--- config.mk ---
export PLATFORM = sky130hd
export DESIGN_NAME = riscv_dcache_mem_bridge
export DESIGN_NICKNAME = d
export VERILOG_FILES = /design/src/rtl/riscv_dcache_mem_bridge.sv
export SDC_FILE = /design/constraint.sdc
export NUM_CORES = 1
export LEC_CHECK = 0
export ABC_AREA = 1
export CAP_MARGIN = 25
export CORE_AREA = 2 2 152 154
export DETAILED_ROUTE_END_ITERATION = 7
export DIE_AREA = 0 0 154 156
export DONT_BUFFER_PORTS = 1
export PLACE_DENSITY = 0.74
export SLEW_MARGIN = 20
export SYNTH_ARGS = -nofsm -noshare
export SYNTH_HDL_FRONTEND = slang
export SYNTH_SLANG_ARGS = --single-unit
--- constraint.sdc ---
create_clock -name i_riscv_dcache_clk -period 13.65 [get_ports i_riscv_dcache_clk]
set_clock_uncertainty 0.1 [all_clocks]
set_input_delay 1.365 -clock i_riscv_dcache_clk [delete_from_list [all_inputs] [get_ports i_riscv_dcache_clk]]
set_output_delay 1.365 -clock i_riscv_dcache_clk [all_outputs]
set_load 0.02 [all_outputs]
--- src/rtl/riscv_dcache_mem_bridge.sv ---
// riscv_dcache_mem_bridge: splits D-cache line refill/writeback requests into
// BUS_WIDTH beats on a valid/ready request bus and rebuilds refill lines.
// Ports:
//   i_riscv_dcache_clk / i_riscv_dcache_rst : clock, async active-high reset
//   i_bridge_wren/rden/addr/wdata           : cache-side line request (held)
//   o_bridge_ready/rdata/err                : completion pulse, refill line, timeout
//   o_bus_req_valid/i_bus_req_ready         : beat request handshake
//   o_bus_we/addr/wdata                     : beat direction, byte address, write data
//   i_bus_rsp_valid/i_bus_rdata             : in-order read response beats
// Optional: define RISCV_DCACHE_BRIDGE_TIMEOUT_EN for the bus watchdog.

module riscv_dcache_mem_bridge #(
    parameter int DATA_WIDTH     = 128,
    parameter int BUS_WIDTH      = 32,
    parameter int S_ADDR         = 23,
    parameter int BEATS          = DATA_WIDTH / BUS_WIDTH,
    parameter int BADDR          = S_ADDR + $clog2(DATA_WIDTH / 8),
    parameter int TIMEOUT_CYCLES = 1024
) (
    input  logic                  i_riscv_dcache_clk,
    input  logic                  i_riscv_dcache_rst,
    input  logic                  i_bridge_wren,
    input  logic                  i_bridge_rden,
    input  logic [S_ADDR-1:0]     i_bridge_addr,
    input  logic [DATA_WIDTH-1:0] i_bridge_wdata,
    output logic                  o_bridge_ready,
    output logic [DATA_WIDTH-1:0] o_bridge_rdata,
    output logic                  o_bridge_err,
    output logic                  o_bus_req_valid,
    input  logic                  i_bus_req_ready,
    output logic                  o_bus_we,
    output logic [BADDR-1:0]      o_bus_addr,
    output logic [BUS_WIDTH-1:0]  o_bus_wdata,
    input  logic                  i_bus_rsp_valid,
    input  logic [BUS_WIDTH-1:0]  i_bus_rdata
);

    localparam int IW   = $clog2(BEATS);
    localparam int BOFF = $clog2(BUS_WIDTH / 8);
    localparam logic [IW-1:0] LAST = IW'(BEATS - 1);

    typedef enum logic [2:0] {
        S_IDLE, S_WR, S_RD, S_DONE, S_GAP
    } state_t;

    state_t                r_state;
    state_t                w_next;
    logic [S_ADDR-1:0]     r_addr;
    logic [DATA_WIDTH-1:0] r_wdata;
    logic [DATA_WIDTH-1:0] r_line;
    logic [IW-1:0]         r_idx;
    logic [IW-1:0]         r_rsp_idx;
    logic                  r_req_done;

    logic                  w_req_hs;
    logic                  w_rsp;
    logic                  w_start;
    logic                  w_timeout;
    logic [BADDR-1:0]      w_addr;

    assign w_req_hs = o_bus_req_valid & i_bus_req_ready;
    // Responses only count while a refill is in flight.
    assign w_rsp    = (r_state == S_RD) & i_bus_rsp_valid;
    assign w_start  = (r_state == S_IDLE) & (i_bridge_wren | i_bridge_rden);
    assign w_addr   = {r_addr, {(BADDR - S_ADDR){1'b0}}}
                    | (BADDR'(r_idx) << BOFF);

`ifdef RISCV_DCACHE_BRIDGE_TIMEOUT_EN
    localparam int TW = $clog2(TIMEOUT_CYCLES);

    logic [TW-1:0] r_to_cnt;
    logic          r_err;
    logic          w_busy;

    assign w_busy    = (r_state == S_WR) | (r_state == S_RD);
    assign w_timeout = w_busy & (r_to_cnt == TW'(TIMEOUT_CYCLES - 1));

    // Any bus activity proves the slave is alive and restarts the watchdog.
    always_ff @(posedge i_riscv_dcache_clk or posedge i_riscv_dcache_rst) begin
        if (i_riscv_dcache_rst) begin
            r_to_cnt <= '0;
            r_err    <= 1'b0;
        end else begin
            r_err <= w_timeout;
            if (!w_busy || w_req_hs || w_rsp)
                r_to_cnt <= '0;
            else
                r_to_cnt <= r_to_cnt + TW'(1);
        end
    end

    assign o_bridge_err = (r_state == S_DONE) & r_err;
`else
    assign w_timeout    = 1'b0;
    assign o_bridge_err = 1'b0;
`endif

    // State register
    always_ff @(posedge i_riscv_dcache_clk or posedge i_riscv_dcache_rst) begin
        if (i_riscv_dcache_rst)
            r_state <= S_IDLE;
        else
            r_state <= w_next;
    end

    // Next-state logic; write has priority over read
    always_comb begin
        w_next = r_state;
        unique case (r_state)
            S_IDLE: begin
                if (i_bridge_wren)
                    w_next = S_WR;
                else if (i_bridge_rden)
                    w_next = S_RD;
            end
            S_WR:   if (w_req_hs && r_idx == LAST) w_next = S_DONE;
            S_RD:   if (w_rsp && r_rsp_idx == LAST) w_next = S_DONE;
            S_DONE: w_next = S_GAP;
            S_GAP:  w_next = S_IDLE;
            default: w_next = S_IDLE;
        endcase
        if (w_timeout)
            w_next = S_DONE;
    end

    // Outputs; beat fields are zero whenever no request is presented
    always_comb begin
        o_bus_req_valid = (r_state == S_WR)
                        | ((r_state == S_RD) & ~r_req_done);
        o_bus_we        = (r_state == S_WR);
        o_bus_addr      = o_bus_req_valid ? w_addr : '0;
        o_bus_wdata     = '0;
        if (r_state == S_WR)
            o_bus_wdata = r_wdata[r_idx*BUS_WIDTH +: BUS_WIDTH];
        o_bridge_ready  = (r_state == S_DONE);
        o_bridge_rdata  = r_line;
    end

    // Datapath: request latch, beat counters, line assembly
    always_ff @(posedge i_riscv_dcache_clk or posedge i_riscv_dcache_rst) begin
        if (i_riscv_dcache_rst) begin
            r_addr     <= '0;
            r_wdata    <= '0;
            r_line     <= '0;
            r_idx      <= '0;
            r_rsp_idx  <= '0;
            r_req_done <= 1'b0;
        end else begin
            if (w_start) begin
                r_addr     <= i_bridge_addr;
                r_wdata    <= i_bridge_wdata;
                r_idx      <= '0;
                r_rsp_idx  <= '0;
                r_req_done <= 1'b0;
            end
            if (w_req_hs) begin
                r_idx <= r_idx + IW'(1);
                // Read requests stop after the last beat; writes leave via DONE.
                if (r_idx == LAST)
                    r_req_done <= 1'b1;
            end
            if (w_rsp) begin
                r_line[r_rsp_idx*BUS_WIDTH +: BUS_WIDTH] <= i_bus_rdata;
                r_rsp_idx <= r_rsp_idx + IW'(1);
            end
        end
    end

endmodule

==> out/metrics.cfg, run 1 <==
[timing]
slew_violations=0
fmaxAchievable_ghz=0.241
min_period_ps=4150
hold_viol=0
timing.slew.headroom=0.295
worst_pin_slew_ps=1060
finalSetupViolCount=0
rsz0062_at_grt=no
holdWs_ps=366
post-route-period-util=0.304
fin_setup_tns_ps=0

[synthesis]
ys_ff_latch=287
ys_seq_area_frac=0.546
avgSynthCellArea_sq_um=8.26
synthCells=1591
yosys_warnings=0
ys_types=25
synthesis.area_sq_um=13100

[route]
totalWireLength_microns=34400
firstDrtPassIters=5
vias=10300
drtIter0Drc=1013
wl_per_cell_microns=18.7
remaining_drc_errors=0
drt.antenna.violating_nets=0
via_per_inst=5.60

[floorplanning]
initial_core_util=0.588
coreArea_sq_um=22400
num_rows=55
ios=380
die_h_microns=156
fp.dieW_microns=154
die_area_sq_um=24000

[global_route]
grtUsageMet2=0.450
met3_usage=0.0894
track_usage=0.280
grt_max_degree=125
gr-total-overflow=0
grt.busiest_layer=met2
antenna_found_initial=1
grt_pass1_vias=9935
grt_pass1_wl_microns=54000
grt_use_met1=0.364

[final_layout]
multi_input_area_sq_um=4930
nets=1723
regArea_sq_um=7180
areaGrowthSynthToFinish_pct=6.81
layout_commonest_cell=nand2_1
fill_cells=1925
drive_gt1_frac=0.0807
layout_common_cells=nand2_1, dfrtp_1, nor2_1, o21ai_1, inv_1

[cts]
path_clk_slew_ps=60
ctsRootBufferMaster=clkbuf_16
clk_latency_ps=550
clockBufferDepth=3
cts_resized=0
cts_made_buffers=30
ctsHtreeMaxLevel=1
cts_tree=built
hold_buffers=0
cts_num_sinks=287
cts_setup_buffers=0

[worst_setup_path]
arrival_ps=2690
required_ps=12190
cp-end-kind=output pin
rr_startpoint=r_state[1]
path_max_fanout=33
critPathLaunch=r_idx[1]
crit_path_start_kind=flip-flop
path_class=reg -> out

[outcome]
outcome=complete, no violations

[flow_run]
cap_violations=0

[power_and_ir_drop]
irDropWorstVdd_mv=0.134
leakage_uw=0.00688
p_per_area_nw_per_um2=241

[place]
io_buffers=0
gp_congestion=0.825
dpl.hpwl_microns=22400

[hold_path]
hp-class=reg -> reg
hold_path.startpoint=r_wdata[111]

==> sequential cells by signal (all words and copies together), names as in the netlist <==
register,flops
o_bridge_rdata,128
r_addr,23
r_idx,2
r_req_done,1
r_rsp_idx,2
r_state,3
r_wdata,128
==> worst paths after layout <==
kind,to,slack [ps],cells after the start
worst max-delay path,o_bus_wdata[2],9500,6
worst min-delay path,r_wdata[111],370,2
worst max register to register,r_wdata[58],10150,8
worst min register to register,r_wdata[111],370,2
max in group asynchronous,r_wdata[78],10850,3
min in group asynchronous,o_bridge_rdata[26],660,1
==> critical path, cell delays in order (launching register included) <==
cell and delay, ps:
dfrtp_1 620, buf_4 410, inv_1 70, buf_4 270
nor2_1 130, o21ai_0 90, a21oi_1 530
==> synthesized netlist by cell type (all sizes together) <==
cell type,instances,share of area
clkbuf,43,0.012
clkinv,1,0.00038
nand3,103,0.040
nor2,152,0.045
buf,70,0.038
dfrtp,287,0.55
nor3,1,0.0012
nand2,500,0.15
or2,1,0.00048
conb,1,0.00029
ha,6,0.0057
a21oi,122,0.060
inv,105,0.030
o21ai,199,0.076
==> layout make-up <==
class,instances,area share
clock buffers,46,0.0664
flip-flops and latches,287,0.511
diodes,1,0.000178
multi-input cells,1087,0.351
well taps,285,0.0254
clock inverters,6,0.00615
inverters,106,0.0290
repair buffers,16,0.0105
==> logic make-up after synthesis <==
| family | after synthesis | synth area share |
|---|---|---|
| AO/OA/AOI/OAI | 321 | 0.135 |
| adder cells (fa/ha/maj) | 6 | 0.00571 |
| buffers and inverters | 219 | 0.0807 |
| flip-flops | 287 | 0.546 |
| other | 1 | 0.000285 |
| AND/OR/NAND/NOR | 757 | 0.232 |
==> where the power goes <==
part	internal (uW)	switching [uW]	total, uW
clock	503	335	838
combinational	326	900	1230
sequential	1130	200	1330
==> routing by layer <==
metal / vias to the layer above / share of wire
met4: 0 / 0.029
met5: - / 0
met3: 73 / 0.10
li1: 4910 / -
met1: 4832 / 0.40
met2: 455 / 0.47
==> through the flow <==
step	std cells	power (uW)	utilization	setup WS, ps	instance area, sq um
after floorplan	1593	2360	-	4260	13200
after global placement	1779	2510	0.580	9510	13000
after detailed placement	1780	2570	0.581	9450	13000
after CTS	1832	3410	0.627	9490	14000
after global routing	1833	3620	0.628	9320	14000
final	1834	3390	0.628	9500	14000
(Power assumes the default switching activity.)
==> inputs of run 2 (changes only) <==
Settings changed: CORE_AREA 2 2 152 154 to 2 2 155 157, DIE_AREA 0 0 154 156 to 0 0 157 159, PLACE_DENSITY 0.74 to 0.75.
Clock period 13.65 ns to 3.8 ns, I/O delays scaled along.
==> out/metrics.cfg, run 2 (synthesized netlist as in run 1, its figures left out) <==
[hold_path]
hp-class=in -> reg  ; was reg -> reg
hold_depth=4  ; was 2

[route]
wl_per_cell_microns=19.2  ; was 18.7 microns
drt.antenna.violating_nets=0  ; unchanged
remaining_drc_errors=0  ; unchanged
totalWireLength_microns=39600  ; was 34400 microns
drtIter0Drc=1299  ; was 1013
vias=11600  ; was 10.3k
firstDrtPassIters=6  ; was 5
via_per_inst=5.61  ; was 5.60

[cts]
clk_latency_ps=540  ; was 550 ps
hold_buffers=186  ; was 0
cts_made_buffers=29  ; was 30
ctsHtreeMaxLevel=1  ; unchanged
cts_resized=0  ; unchanged
cts_num_sinks=287  ; unchanged
cts_tree=built  ; unchanged
path_clk_slew_ps=70  ; was 60 ps
clockBufferDepth=3  ; unchanged
ctsRootBufferMaster=clkbuf_16  ; unchanged
cts_setup_buffers=0  ; unchanged

[place]
io_buffers=0  ; unchanged
post-place-ws_ps=1100  ; was 9450 ps
dp.cells=1824  ; was 1780
dpl.hpwl_microns=23300  ; was 22400 microns
gp_congestion=0.811  ; was 0.825

[worst_setup_path]
critPathLaunch=r_idx[0]  ; was r_idx[1]
crit_chain=buf_4, nor2_1, nor2_1, o21ai_0, a21oi_1  ; was buf_4, inv_1, buf_4, nor2_1, o21ai_0, a21oi_1
rr_startpoint=r_state[1]  ; unchanged
cp.depth=5  ; was 6
crit_path_start_kind=flip-flop  ; unchanged
slowest_delay_ps=700  ; was 620 ps
cp-endpoint=o_bus_wdata[15]  ; was o_bus_wdata[2]
path_max_fanout=98  ; was 33
required_ps=3320  ; was 12190 ps
cp-end-kind=output pin  ; unchanged
r2r_cells=6  ; was 8
r2r-end=r_wdata[116]  ; was r_wdata[58]
arrival_ps=2530  ; was 2690 ps
critical-path-slowest-cell=buf_4  ; was dfrtp_1
cp_num_buf_inv=1  ; was 3
crit_path_frequent_cell=nor2_1  ; was buf_4
path_class=reg -> out  ; unchanged
r2r_slack_ps=1330  ; was 10150 ps
cpLargestDelayFamily=buffers and inverters  ; unchanged

[floorplanning]
die_area_sq_um=25000  ; was 24000 sq um
die_h_microns=159  ; was 156 microns
num_rows=56  ; was 55
ios=380  ; unchanged
fp.dieW_microns=157  ; was 154 microns
initial_core_util=0.567  ; was 0.588
coreArea_sq_um=23200  ; was 22400 sq um

[final_layout]
drive_gt1_frac=0.0779  ; was 0.0807
instances_no_fill=2067  ; was 1834
layout_common_cells=nand2_1, dfrtp_1, dlygate4sd3_1, nor2_1, o21ai_1  ; was nand2_1, dfrtp_1, nor2_1, o21ai_1, inv_1
areaGrowthSynthToFinish_pct=22.0  ; was 6.81%
fill_cells=1669  ; was 1925
layout_commonest_cell=nand2_1  ; unchanged
nets=1918  ; was 1723

[timing]
min_period_ps=3010
hold_viol=0  ; unchanged
rsz0062_at_grt=no  ; unchanged
layout_setup_ws_ps=789  ; was 9500 ps
post-route-period-util=0.792
timing.slew.headroom=0.267  ; was 0.295
slew_violations=0  ; unchanged
finalSetupViolCount=0  ; unchanged
worst_pin_slew_ps=1100  ; was 1060 ps
fmaxAchievable_ghz=0.332

[power_and_ir_drop]
leakage_uw=0.00772  ; was 0.00688 uW
irDropWorstVdd_mv=0.595  ; was 0.134 mV
swShare=0.431  ; was 0.423
seq_power_share=0.378  ; was 0.392
power.net_switching_uw=5480  ; was 1430 uW
p_clk_frac=0.239  ; was 0.247
intPower_uw=7250  ; was 1960 uW
pwr-share-comb=0.384  ; was 0.361
p_per_area_nw_per_um2=793  ; was 241 nW/um^2

[global_route]
track_usage=0.312  ; was 0.280
gr-total-overflow=0  ; unchanged
grt_max_degree=114  ; was 125
grt_pass1_wl_microns=62200  ; was 54000 microns
grt_pass1_vias=11800  ; was 9935
antenna_found_initial=5  ; was 1

[flow_run]
cap_violations=0  ; unchanged

[outcome]
outcome=complete, no violations  ; unchanged

run 2: changes by cell type in the layout (fill, tap and decap cells not counted), moves of 2 or more:
cell	delta
clkbuf_16	-2
buf_12	+3
buf_4	+7
clkinv_2	+6
clkbuf_8	-5
dlygate4sd3_1	+186
diode_2	+2
bufinv_16	+3
run 2: worst min path at each step:
stage,from,to,slack [ps]
after floorplan,r_wdata[100],r_wdata[100],340
after global placement,r_wdata[26],r_wdata[26],350
after detailed placement,r_wdata[16],r_wdata[16],350
after CTS,i_bus_rdata[22],o_bridge_rdata[118],0.8
after global routing,i_bus_rdata[22],o_bridge_rdata[118],40
final,i_bus_rdata[22],o_bridge_rdata[118],20
run 2: per-layer routing:
metal | wire, microns | GRT usage
met5 | 34 | 0
met4 | 1610 | 0.129
met3 | 3980 | 0.0909
met2 | 19100 | 0.512
met1 | 14900 | 0.386
run 2: cell type report:
cell class / count / area [sq um] / share of cell area
flip-flops and latches: 287 / 7180 / 0.448
multi-input cells: 1087 / 4930 / 0.307
repair buffers: 212 / 2110 / 0.132
clock buffers: 39 / 813 / 0.0507
inverters: 106 / 403 / 0.0251
well taps: 319 / 399 / 0.0249
clock inverters: 14 / 198 / 0.0123
diodes: 3 / 7.51 / 0.000468
run 2: worst min-delay path, delay by kind of cell:
kind | cells | cell delay [ps]
and+or+nand+nor | 2 | 110
buffers and inverters | 1 | 60
AOI/OAI and AO/OA | 1 | 60
run 2: metrics by stage:
stage | hold slack [ps] | area (sq um) | setup TNS (ps) | total power, uW | util
floorplan | 337 | 13200 | -139260 | 8470 | -
global placement | 348 | 13100 | 0 | 9140 | 0.566
detailed placement | 354 | 13100 | 0 | 9310 | 0.567
CTS | 0.840 | 16000 | 0 | 12500 | 0.691
global route | 35.9 | 16000 | 0 | 13500 | 0.691
finish | 16.5 | 16000 | 0 | 12700 | 0.692
run 2: power groups by stage:
stage	Sequential, uW	Combinational (uW)	Clock (uW)
3_3_place_gp	4760	4380	0
6_report	4810	4880	3040
4_1_cts	4750	4720	3060
2_1_floorplan	4650	3830	0
5_1_grt	4890	5410	3190
3_5_place_dp	4790	4520	0
==> inputs of run 3 (changes only) <==
Clock period 3.8 ns to 2.7 ns, I/O delays scaled along.
==> out/metrics.cfg, run 3 (synthesized netlist as in run 1, its figures left out) <==
[outcome]
outcome=complete, no violations  ; unchanged

[worst_setup_path]
arrival_ps=2280  ; was 2530 ps
r2r_slack_ps=750  ; was 1330 ps
slowest_delay_ps=500  ; was 700 ps
required_ps=2330  ; was 3320 ps
crit_path_frequent_cell=buf_4  ; was nor2_1
crit_chain=inv_1, buf_4, nor2_1, o21ai_0, a21oi_1, buf_4  ; was buf_4, nor2_1, nor2_1, o21ai_0, a21oi_1
r2r_cells=7  ; was 6
cp-end-kind=output pin  ; unchanged
cpLargestDelayFamily=buffers and inverters  ; unchanged
path_class=reg -> out  ; unchanged
critical-path-slowest-cell=inv_1  ; was buf_4
cp.depth=6  ; was 5
cp_num_buf_inv=3  ; was 1
rr_startpoint=r_state[1]  ; unchanged
path_max_fanout=14  ; was 98
r2r-end=r_wdata[37]  ; was r_wdata[116]
crit_path_start_kind=flip-flop  ; unchanged
critPathLaunch=r_idx[1]  ; was r_idx[0]
cp-endpoint=o_bus_wdata[20]  ; was o_bus_wdata[15]

[cts]
clk_latency_ps=540  ; about the same
cts_made_buffers=30  ; was 29
cts_num_sinks=287  ; unchanged
cts_setup_buffers=0  ; unchanged
clockBufferDepth=3  ; unchanged
path_clk_slew_ps=60  ; was 70 ps
ctsRootBufferMaster=clkbuf_16  ; unchanged
cts_tree=built  ; unchanged
ctsHtreeMaxLevel=1  ; unchanged

[timing]
rsz0062_at_grt=no  ; unchanged
finalSetupViolCount=0  ; unchanged
min_period_ps=2650
fmaxAchievable_ghz=0.378
timing.slew.headroom=0.255  ; was 0.267
post-route-period-util=0.980
worst_pin_slew_ps=1120  ; was 1100 ps
slew_violations=0  ; unchanged
layout_setup_ws_ps=54.7  ; was 789 ps
fin_setup_tns_ps=0  ; unchanged
hold_viol=0  ; unchanged

[route]
wl_per_cell_microns=18.7  ; was 19.2 microns
firstDrtPassIters=7  ; was 6
vias=11900  ; was 11.6k
via_per_inst=5.61  ; about the same
drt.antenna.violating_nets=0  ; unchanged
drtIter0Drc=1313  ; was 1299
totalWireLength_microns=39800  ; was 39600 microns
remaining_drc_errors=0  ; unchanged

[final_layout]
fill_cells=1602  ; was 1669
multi_input_area_sq_um=4930  ; about the same
drive_gt1_frac=0.108  ; was 0.0779
instances_no_fill=2126  ; was 2067
layout_common_cells=nand2_1, dfrtp_1, dlygate4sd3_1, nor2_1, o21ai_1  ; unchanged
nets=1978  ; was 1918
areaGrowthSynthToFinish_pct=25.6  ; was 22.0%
regArea_sq_um=7180  ; unchanged
layout_commonest_cell=nand2_1  ; unchanged

[place]
post-place-ws_ps=782  ; was 1100 ps
io_buffers=0  ; unchanged
dp.cells=1883  ; was 1824
dpl.hpwl_microns=24200  ; was 23300 microns
gp_congestion=0.870  ; was 0.811

[floorplanning]
num_rows=56  ; unchanged
ios=380  ; unchanged
die_h_microns=159  ; unchanged
coreArea_sq_um=23200  ; unchanged
fp.dieW_microns=157  ; unchanged
initial_core_util=0.567  ; unchanged
die_area_sq_um=25000  ; unchanged

[power_and_ir_drop]
p_per_area_nw_per_um2=1120  ; was 793 nW/um^2
leakage_uw=0.00803  ; was 0.00772 uW
irDropWorstVdd_mv=0.573  ; was 0.595 mV

[global_route]
grt_pass1_wl_microns=62600  ; was 62200 microns
gr-total-overflow=0  ; unchanged
grt_max_degree=99  ; was 114
track_usage=0.313  ; was 0.312
grt_pass1_vias=12000  ; was 11.8k
antenna_found_initial=6  ; was 5

[hold_path]
hp-class=in -> async  ; was in -> reg

[flow_run]
cap_violations=0  ; unchanged

-- run 3: cell types whose count changed in the layout (fill, tap and decap cells not counted) --
cell / before / now
buf_4: 21 / 75
buf_12: 3 / 9
bufinv_16: 5 / 1
clkbuf_8: 5 / 8
buf_8: 2 / 0
clkbuf_16: 29 / 31
clkinv_2: 9 / 8
dlygate4sd3_1: 186 / 187
nor2_1: 149 / 148
nor2_2: 2 / 3
-- run 3: what timing repair did --
item	in CTS	in global routing
gates resized for setup	0	1
endpoints found under the hold margin	324	0
hold buffers	187	0
endpoints found under the setup margin	0	1
-- run 3: worst min-delay path by stage --
| stage | start | endpoint | slack [ps] | cells after the start |
|---|---|---|---|---|
| after floorplan | i_bridge_wdata[0] | r_wdata[0] | 310 | 2 |
| after global placement | i_riscv_dcache_rst | r_addr[15] | 100 | 1 |
| after detailed placement | i_riscv_dcache_rst | r_addr[17] | 110 | 1 |
| after CTS | i_riscv_dcache_rst | r_addr[15] | 150 | 2 |
| after global routing | i_riscv_dcache_rst | r_addr[15] | 170 | 2 |
| final | i_riscv_dcache_rst | r_addr[17] | 170 | 2 |
-- run 3: where the power goes --
group          leakage [uW]  switching [uW]  internal (uW)
Sequential          0.00365            1080           5710
Combinational       0.00389            5090           2530
Clock              0.000487            1670           2400
Total               0.00803            7840          10600
-- run 3: worst reg2reg max path, cell delays in order (launching register included) --
cell and delay [ps]:
dfrtp_1 400, nor2_1 160, nand2_1 120, clkinv_2 120, nand2_8 300, buf_4 380, nor2_1 180, a21oi_2 60
-- run 3: cell type report --
class,count,share of cell area
clock inverters,9,0.00439
flip-flops and latches,287,0.435
well taps,319,0.0242
multi-input cells,1087,0.299
repair buffers,271,0.158
diodes,3,0.000455
clock buffers,44,0.0548
inverters,106,0.0244
-- run 3: metal layers --
layer	vias to the layer above	GRT usage	part of all wire
li1	5424	-	-
met1	5642	0.379	0.37
met2	681	0.515	0.48
met3	171	0.105	0.11
met4	6	0.125	0.043
met5	-	0	0.00090
-- run 3: through the flow --
step                      total power, uW   util  instance area, sq um  hold WS (ps)
after floorplan                     11900      -                 13200           315
after global placement              13600  0.589                 13700          99.2
after detailed placement            13800  0.589                 13700           113
after CTS                           18200  0.712                 16500           151
after global routing                19600  0.712                 16500           167
final                               18500  0.712                 16500           165
